==> src/rtl/id_issue_stage.sv <==
// ============================================================================
// id_issue_stage
//
// Decode/issue stage. It resolves the source operands from the register file
// or the forwarding network, detects data hazards, and holds one issued
// instruction in an issue register that EXE consumes with a valid/ready
// handshake. A small FSM sequences a syscall:
//   1. drain the pipe behind it
//   2. pulse sys_req to the simulator
//   3. spend one resume cycle
//   4. return to normal issue
//
// Build option:
//   ID_JR_FWD_EN  defined   : jr target uses the forwarded rs value.
//                 undefined : jr target is always rs_raw. Any valid forwarding
//                             match on rs stalls a jr, ready or not.
//
// Ports:
//   CLK, RESET             clock, asynchronous active-low reset
//   in_valid / in_ready    decoded instruction handshake
//   in_instr, in_pc        instruction word and PC
//   rs_idx, rt_idx         source register indices
//   dest_idx               destination register index
//   rs_raw, rt_raw         register-file read data
//   uses_rs, uses_rt,
//   reg_write, is_syscall,
//   is_jr                  decoded flags
//   fwd_valid/ready/reg/data
//                          forwarding sources; index 0 is the youngest
//   out_valid / out_ready  issue register handshake toward EXE
//   out_instr, out_pc, out_opa, out_opb, out_dest, out_reg_write
//                          issued instruction fields
//   jr_target, jr_target_valid
//                          resolved jump-register target (valid is a pulse)
//   sys_req                one-cycle syscall request pulse
//   want_freeze            fetch must hold its PC
//
// FSM states:
//   state     | meaning
//   ST_RUN    | normal issue
//   ST_DRAIN  | syscall issued, bubbles while older work drains
//   ST_SYS    | sys_req asserted for this single cycle
//   ST_RESUME | one quiet cycle before issue restarts
// ============================================================================
module id_issue_stage #(
    parameter int DATA_W      = 32,
    parameter int REG_AW      = 5,
    parameter int NUM_FWD     = 3,
    parameter int DRAIN_DEPTH = 4
) (
    input  logic                      CLK,
    input  logic                      RESET,
    input  logic                      in_valid,
    output logic                      in_ready,
    input  logic [31:0]               in_instr,
    input  logic [31:0]               in_pc,
    input  logic [REG_AW-1:0]         rs_idx,
    input  logic [REG_AW-1:0]         rt_idx,
    input  logic [REG_AW-1:0]         dest_idx,
    input  logic [DATA_W-1:0]         rs_raw,
    input  logic [DATA_W-1:0]         rt_raw,
    input  logic                      uses_rs,
    input  logic                      uses_rt,
    input  logic                      reg_write,
    input  logic                      is_syscall,
    input  logic                      is_jr,
    input  logic [NUM_FWD-1:0]        fwd_valid,
    input  logic [NUM_FWD-1:0]        fwd_ready,
    input  logic [NUM_FWD*REG_AW-1:0] fwd_reg,
    input  logic [NUM_FWD*DATA_W-1:0] fwd_data,
    output logic                      out_valid,
    input  logic                      out_ready,
    output logic [31:0]               out_instr,
    output logic [31:0]               out_pc,
    output logic [DATA_W-1:0]         out_opa,
    output logic [DATA_W-1:0]         out_opb,
    output logic [REG_AW-1:0]         out_dest,
    output logic                      out_reg_write,
    output logic [DATA_W-1:0]         jr_target,
    output logic                      jr_target_valid,
    output logic                      sys_req,
    output logic                      want_freeze
);

    typedef enum logic [1:0] {ST_RUN, ST_DRAIN, ST_SYS, ST_RESUME} state_t;

    localparam logic [3:0] DRAIN_LD = 4'(DRAIN_DEPTH);

    state_t            state, state_nxt;
    logic [3:0]        cnt, cnt_nxt;

    logic [DATA_W-1:0] opa_res, opb_res, jr_res;
    logic              rs_hit, rs_rdy, rt_hit, rt_rdy;
    logic              jr_hz, hazard, accept;

    // Operand resolution. The loop runs from oldest to youngest so that the
    // lowest matching source index wins. Register 0 is hardwired to zero and
    // never matches.
    always_comb begin
        opa_res = rs_raw;
        opb_res = rt_raw;
        rs_hit  = 1'b0;
        rs_rdy  = 1'b1;
        rt_hit  = 1'b0;
        rt_rdy  = 1'b1;
        for (int k = NUM_FWD - 1; k >= 0; k--) begin
            if (fwd_valid[k] && fwd_reg[k*REG_AW +: REG_AW] == rs_idx) begin
                opa_res = fwd_data[k*DATA_W +: DATA_W];
                rs_hit  = 1'b1;
                rs_rdy  = fwd_ready[k];
            end
            if (fwd_valid[k] && fwd_reg[k*REG_AW +: REG_AW] == rt_idx) begin
                opb_res = fwd_data[k*DATA_W +: DATA_W];
                rt_hit  = 1'b1;
                rt_rdy  = fwd_ready[k];
            end
        end
        if (rs_idx == '0) begin
            opa_res = '0;
            rs_hit  = 1'b0;
            rs_rdy  = 1'b1;
        end
        if (rt_idx == '0) begin
            opb_res = '0;
            rt_hit  = 1'b0;
            rt_rdy  = 1'b1;
        end
    end

`ifdef ID_JR_FWD_EN
    assign jr_res = opa_res;
    assign jr_hz  = 1'b0;
`else
    // Without the forwarded jr path, the target comes straight from the
    // register file. Any in-flight writer of rs therefore has to retire first.
    assign jr_res = rs_raw;
    assign jr_hz  = is_jr && rs_hit;
`endif

    // A jr always reads rs, even when the decoder does not flag uses_rs.
    assign hazard = in_valid && (((uses_rs || is_jr) && rs_hit && !rs_rdy) ||
                                 (uses_rt && rt_hit && !rt_rdy) || jr_hz);

    // RESET gates the handshake outputs so that they read 0 while reset is
    // held, even though the state register sits in ST_RUN during reset.
    assign in_ready = RESET && (state == ST_RUN) && !hazard &&
                      (!out_valid || out_ready);
    assign accept   = in_valid && in_ready;

    // State register
    always_ff @(posedge CLK or negedge RESET) begin
        if (!RESET) begin
            state <= ST_RUN;
            cnt   <= '0;
        end else begin
            state <= state_nxt;
            cnt   <= cnt_nxt;
        end
    end

    // Next-state logic
    always_comb begin
        state_nxt = state;
        cnt_nxt   = cnt;
        case (state)
            ST_RUN: begin
                if (accept && is_syscall) begin
                    state_nxt = ST_DRAIN;
                    cnt_nxt   = DRAIN_LD;
                end
            end
            ST_DRAIN: begin
                cnt_nxt = cnt - 4'd1;
                if (cnt <= 4'd1) begin
                    state_nxt = ST_SYS;
                    cnt_nxt   = '0;
                end
            end
            ST_SYS:    state_nxt = ST_RESUME;
            ST_RESUME: state_nxt = ST_RUN;
            default:   state_nxt = ST_RUN;
        endcase
    end

    // Output logic
    always_comb begin
        sys_req     = (state == ST_SYS);
        want_freeze = RESET && ((state == ST_DRAIN) || (state == ST_SYS) ||
                                ((state == ST_RUN) && in_valid && !in_ready));
    end

    // Issue register and jr target. The register loads on accept, holds while
    // EXE stalls a real instruction, and otherwise loads a bubble.
    always_ff @(posedge CLK or negedge RESET) begin
        if (!RESET) begin
            out_valid       <= 1'b0;
            out_instr       <= '0;
            out_pc          <= '0;
            out_opa         <= '0;
            out_opb         <= '0;
            out_dest        <= '0;
            out_reg_write   <= 1'b0;
            jr_target       <= '0;
            jr_target_valid <= 1'b0;
        end else begin
            if (accept) begin
                out_valid     <= 1'b1;
                out_instr     <= in_instr;
                out_pc        <= in_pc;
                out_opa       <= opa_res;
                out_opb       <= opb_res;
                out_dest      <= dest_idx;
                out_reg_write <= reg_write && !is_syscall && (dest_idx != '0);
            end else if (!out_valid || out_ready) begin
                out_valid     <= 1'b0;
                out_instr     <= '0;
                out_pc        <= '0;
                out_opa       <= '0;
                out_opb       <= '0;
                out_dest      <= '0;
                out_reg_write <= 1'b0;
            end
            jr_target_valid <= accept && is_jr;
            if (accept && is_jr)
                jr_target <= jr_res;
        end
    end

endmodule

==> config.mk <==
export PLATFORM = sky130hd
export DESIGN_NAME = id_issue_stage
export DESIGN_NICKNAME = d
export VERILOG_FILES = /design/src/rtl/id_issue_stage.sv
export SDC_FILE = /design/constraint.sdc
export NUM_CORES = 1
export LEC_CHECK = 0
export BUFFER_PORTS_ARGS = -buffer_cell sky130_fd_sc_hd__clkbuf_2
export CAP_MARGIN = 0
export CORE_MARGIN = 2
export CORE_UTILIZATION = 23
export CTS_BUF_LIST = sky130_fd_sc_hd__clkbuf_4
export DETAILED_ROUTE_END_ITERATION = 10
export GPL_ROUTABILITY_DRIVEN = 0
export PLACE_DENSITY = 0.58
export SYNTH_ARGS = -nofsm -noshare
export SYNTH_HDL_FRONTEND = slang
export SYNTH_SLANG_ARGS = --single-unit
export TNS_END_PERCENT = 1
==> constraint.sdc <==
create_clock -name CLK -period 4.87 [get_ports CLK]
set_clock_uncertainty 0.1 [all_clocks]
set_input_delay 0 -clock CLK [delete_from_list [all_inputs] [get_ports CLK]]
set_output_delay 0 -clock CLK [all_outputs]
set_load 0.03 [all_outputs]
Yosys cells after proc, flatten, opt, wreduce, memory -nomap -nowiden --
Index checks and enable logic that the tools add are counted.
Storage, ports and cells: register bits after elaboration 174, input bits 269, logic and storage cells 107
Cells by class: add/subtract/negate cells 1, magnitude comparators 1, equal/unequal tests 11, muxes and demuxes 40, reduce and logical (&&, ||, !) cells 43
Operator list (count):
- $mux W32 | 13
- $eq A5 B5 Y1 | 6
- $logic_and A1 B1 Y1 | 23
- $mux W1 | 19
- $logic_not A5 Y1 | 2
- $mux W5 | 2
- $mux W4 | 2
- $pmux W2 S4 | 1
- $pmux W4 S2 | 1
- $logic_not A1 Y1 | 6
- $logic_or A1 B1 Y1 | 6
- $reduce_bool A5 Y1 | 1
- $eq A2 B2 Y1 const B | 2
- $le A4 B1 Y1 const B | 1
- $mux W2 | 2
- $reduce_and A2 Y1 | 2
- $reduce_bool A2 Y1 | 2
- $sub A4 B1 Y4 const B | 1
- $eq A2 B1 Y1 const B | 1
- $logic_not A2 Y1 | 1
- $ne A2 B1 Y1 const B | 1
- $ne A2 B2 Y1 const B | 1

Logic depth before layout (Yosys ltp) --
word-level depth 18, depth in mapped cells 10, gate-level depth less buffers 7

Least setup slack after synthesis --
OpenSTA, ideal clock, no wires.
path type register -> register, start point reg out_valid, end point reg state[1], setup time 125 ps, arrival time 1923 ps, data required time 4645 ps, setup slack 2722 ps, stages on the path, launching flop included 7, path buffers 1, period minus slack after synthesis 2148 ps, cells stage by stage dfrtp_1 -> nor2b_1 -> clkbuf_1 -> nor2_1 -> and3_1 -> a41oi_1 -> mux2_2
Between the ends: cells in the longest elaborated chain, start to end 7
Ends and longest elaborated chain:
- start, declared | line 71 | output logic out_valid,
- start signal, assigned | line 196 | out_valid <= 1'b0;
- start signal, assigned | line 207 | out_valid <= 1'b1;
- start signal, assigned | line 215 | out_valid <= 1'b0;
- $logic_not A1 Y1 | line 147 | (!out_valid || out_ready);
- $logic_or A1 B1 Y1 | line 147
- $logic_and A1 B1 Y1 | line 146 | assign in_ready = RESET && (state == ST_RUN) && !hazard &&
- $logic_and A1 B1 Y1 | line 148 | assign accept = in_valid && in_ready;
- $logic_and A1 B1 Y1 | line 167 | if (accept && is_syscall) begin
- $ne A2 B1 Y1 (no source line)
- $reduce_and A2 Y1 (no source line)
- end signal, assigned | line 156 | state <= state_nxt;
- end, declared | line 89 | state_t state, state_nxt;
Every way passes these cells. A chain may end at the register's enable or synchronous reset.

Final worst setup path --
start point in rs_idx[1], end point reg out_opa[29]
Between the ends: cells in the longest elaborated chain, start to end 16, elaborated cells between the ends (all ways) 32, those cells by class eq/ne: 3; mux: 13; reduce/logical: 16
Ends and longest elaborated chain:
- start, declared | line 57 | input logic [REG_AW-1:0] rs_idx,
- $eq A5 B5 Y1 | line 107 | if (fwd_valid[k] && fwd_reg[k*REG_AW +: REG_AW] == rs_idx) begin
- $logic_and A1 B1 Y1 | line 107
- $mux W1 (3 in a row) | line 107
- $mux W1 | line 118 | if (rs_idx == '0) begin
- $logic_and A1 B1 Y1 / $logic_not A1 Y1 (equally long branches) | line 141 | assign hazard = in_valid && (((uses_rs || is_jr) && rs_hit && !rs_rdy) ||
- $logic_and A1 B1 Y1 | line 141
- $logic_or A1 B1 Y1 | line 141
- $logic_or A1 B1 Y1 | line 142 | (uses_rt && rt_hit && !rt_rdy) || jr_hz);
- $logic_and A1 B1 Y1 | line 141
- $logic_not A1 Y1 | line 146
- $logic_and A1 B1 Y1 (2 in a row) | line 146
- $logic_and A1 B1 Y1 | line 148
- $mux W32 / $reduce_bool A2 Y1 (equally long branches)
- end signal, assigned | line 210 | out_opa <= opa_res;
- end, declared | line 75 | output logic [DATA_W-1:0] out_opa,
Several ways; a longest one is shown, not always the timed one.

==> impl_metrics.sql <==
INSERT INTO impl_metrics (metric_group, metric, value, unit) VALUES
('synthesis', 'yosys.area_share.adder', '0.8546', '%'),
('layout', 'area_delta_synth_final', '72.88', '%'),
('die', 'std_cell_rows', '71', ''),
('sta', 'timing_worst_slew_pin_value', '0.9976', 'ns'),
('synthesis', 'synthesized_instance_count', '853', ''),
('outcome', 'run_status', 'finished clean', ''),
('placement', 'placedInstanceArea', '0.01143', 'mm²'),
('sta', 'timing.final.max_slew_violations', '0', ''),
('synthesis', 'synth_compound_area_share', '21.66', '%'),
('placement', 'worst_setup_slack_after_placement', '1.767', 'ns'),
('route', 'remaining_drc_errors', '0', ''),
('critical_path', 'critPathMaxFanout', '26', ''),
('route', 'wl_per_cell', '18.17', 'µm'),
('critical_path', 'worst_setup_path_end_kind', 'flop', ''),
('placement', 'dp.final_hpwl', '24050', 'µm'),
('pwr', 'total_leakage_power', '7.340', 'nW'),
('synthesis', 'synth-seq-area-share', '49.57', '%'),
('clocking', 'clkSinkCount', '174', ''),
('sta', 'slew_headroom', '33.49', '%'),
('synthesis', 'postSynthNetCount', '1128', ''),
('grt', 'pin_count_of_the_biggest_net_entering_global_routing', '76', ''),
('layout', 'layout.cells.most_common', 'clkbuf_2', ''),
('grt', 'grt_antenna_before_repair', '3', ''),
('sta', 'final.min_clock_period', '3.105', 'ns'),
('route', 'dr.pass1.iters', '6', ''),
('die', 'floorplan.initialDensity', '23.32', '%'),
('pwr', 'power_per_cell_area', '298.1', 'mW/mm²'),
('grt', 'global_route.usage.total', '19.19', '%'),
('layout', 'post_route_cells_drive_above_1_share', '31.13', '%'),
('grt', 'grt_pass1_vias', '10480', ''),
('clocking', 'clk_pin_slew', '0.16', 'ns'),
('pwr', 'vdd_drop_max', '0.0002065', 'V'),
('clocking', 'clk_path_buf_depth', '2', ''),
('sta', 'timing.setup.tns', '0', 'ns'),
('layout', 'multiInputGateArea', '0.004079', 'mm²'),
('clocking', 'worstSkewPairLatency', '0.59', 'ns'),
('sta', 'layout_worst_path_cycle_share', '63.76', '%'),
('synthesis', 'ys_seq_elements', '174', ''),
('critical_path', 'path_buf_inv', '4', ''),
('critical_path', 'worstPathArrival', '3.56', 'ns'),
('critical_path', 'startpoint_type', 'primary input', ''),
('clocking', 'cts_root_buf', 'clkbuf_4', ''),
('placement', 'placedCellCount', '1749', ''),
('clocking', 'postCtsResizedCells', '0', ''),
('sta', 'max_freq', '0.3220', 'GHz'),
('clocking', 'postCtsSetupRepairBufs', '0', ''),
('layout', 'final_cell_count_no_fill', '2133', ''),
('synthesis', 'synth.avg_cell_area', '10.30', 'µm²'),
('die', 'fp.dieArea', '0.03977', 'mm²'),
('clocking', 'cts_buffers', '17', ''),
('synthesis', 'synthSimpleGateAreaFrac', '9.016', '%'),
('die', 'io_pins', '440', ''),
('layout', 'finalInstanceArea', '0.01519', 'mm²'),
('route', 'vias', '10070', ''),
('die', 'core', '0.03767', 'mm²'),
('critical_path', 'library_cell_contributing_the_largest_single_delay_on_the_critical_path', 'dlygate4sd3_1', ''),
('route', 'viasPerCell', '4.722', ''),
('critical_path', 'worst_ep_required_time', '5.32', 'ns'),
('layout', 'nFillCells', '3665', ''),
('sta', 'rsz_0062_raised_after_global_routing', 'no', ''),
('sta', 'timing_hold_violations_final', '0', ''),
('synthesis', 'post_synth_mux_area_share', '11.89', '%'),
('run', 'max_cap_viol_count', '0', ''),
('sta', 'timing.final.setup_violations', '0', ''),
('critical_path', 'critPathMostFrequentCell', 'dlygate4sd3_1', ''),
('critical_path', 'critical-path-top-delay-family', 'buffers and inverters', ''),
('critical_path', 'classification_of_the_worst_setup_path', 'primary input to flop', ''),
('die', 'die_w', '199.4', 'µm'),
('synthesis', 'synthesized_area', '0.008785', 'mm²'),
('worst_hold_path', 'hold_path.class', 'primary input to flop', ''),
('layout', 'mostFrequentLayoutCells', '438 x clkbuf_2, 348 x dlygate4sd3_1, 174 x dfrtp_1, 74 x nor2_1, 71 x nand2_1', '');
## path summary, 6_finish.rpt
path	start	end	slack (ns)	cells past startpoint
max	rs_idx[1]	out_opa[29]$_DFFE_PN0P_	1.76	11
min	rs_raw[10]	jr_target[10]$_DFFE_PN0P_	0.11	3
max reg2reg	out_valid$_DFFE_PN0P_	out_opa[16]$_DFFE_PN0P_	1.89	6
min reg2reg	out_opb[2]$_DFFE_PN0P_	out_opb[2]$_DFFE_PN0P_	0.40	2
max in group asynchronous	RESET	jr_target[17]$_DFFE_PN0P_	3.24	4
min in group asynchronous	RESET	out_pc[6]$_DFFE_PN0P_	0.47	4
## power breakdown
part	internal, mW	switching, mW	total, mW	leakage (nW)
combinational	0.735	1.13	1.87	4.86
clock	0.212	0.594	0.806	0.132
sequential	1.70	0.157	1.85	2.35
total	2.64	1.88	4.53	7.34
## cells in the mapped netlist, drive strengths merged
cell type  number  share of area, %
a211oi         65               5.6
o22a            1              0.11
o21ai          65               3.7
nand4           4              0.46
a21boi          2              0.17
or3             1             0.071
o31ai           1             0.085
mux2i          65               7.4
a311oi          1              0.17
nand2          72               3.1
o21a            2              0.17
a222oi          1              0.11
clkbuf         46               2.0
a41oi           1              0.10
o211ai          4              0.34
or2             3              0.21
nor4            4              0.28
a21o            1             0.085
o22ai           1             0.071
xor2           18               1.8
a21oi          65               3.7
o311ai          1              0.10
or4             3              0.26
nand3           5              0.28
nor3b           1             0.085
buf            22               1.8
and2            1             0.071
inv            12              0.51
xnor2           9              0.90
a31oi           1             0.071
and3            5              0.36
mux2           35               4.5
dfrtp         174                50
nor2           75               3.2
o2111a          1              0.13
a22o           70               7.0
and4b           1              0.11
nand2b          4              0.28
nor2b           2              0.14
ha              6              0.85
nor3            2              0.11
## metal layers
metal	GRT usage (%)	part of all wire (%)
met1	22.20	39
met2	32.87	48
met3	4.827	8.3
met4	9.767	3.8
met5	0	0
## area by class of cell
type | instances | area share (%)
repair buffers | 802 | 38.33
flip-flops and latches | 174 | 28.67
multi-input cells | 599 | 26.86
well taps | 511 | 4.210
clock buffers | 17 | 0.8403
clock inverters | 15 | 0.7415
inverters | 12 | 0.2966
diodes | 3 | 0.04943
## registers in the layout (all words and copies together), names as in the netlist
register,flops
cnt,4
out_opa,32
state,2
out_pc,32
out_reg_write,1
out_opb,32
out_dest,5
out_valid,1
jr_target,32
jr_target_valid,1
out_instr,32
## tightest hold or removal path: stages
cell and delay [ns]:
dlygate4sd3_1 0.53, clkbuf_2 0.12, mux2_1 0.12
## kinds of logic after synthesis
logic type	Yosys count
adder cells (fa/ha/maj)	6
multiplexers	100
AND/OR/NAND/NOR	183
AO/OA/AOI/OAI	283
buffers and inverters	80
XOR/XNOR	27
flip-flops	174
## metrics by stage
stage	total power, mW	util, %	hold slack [ns]
after detailed placement	3.461	30.34	-0.07909
after floorplan	2.861	-	-0.3956
final	4.527	40.32	0.1051
after global placement	3.436	30.34	-0.07506
after CTS	4.560	40.30	0.0001052
after global routing	4.790	40.32	0.03189
No activity file was read; power rests on OpenSTA's default activity.
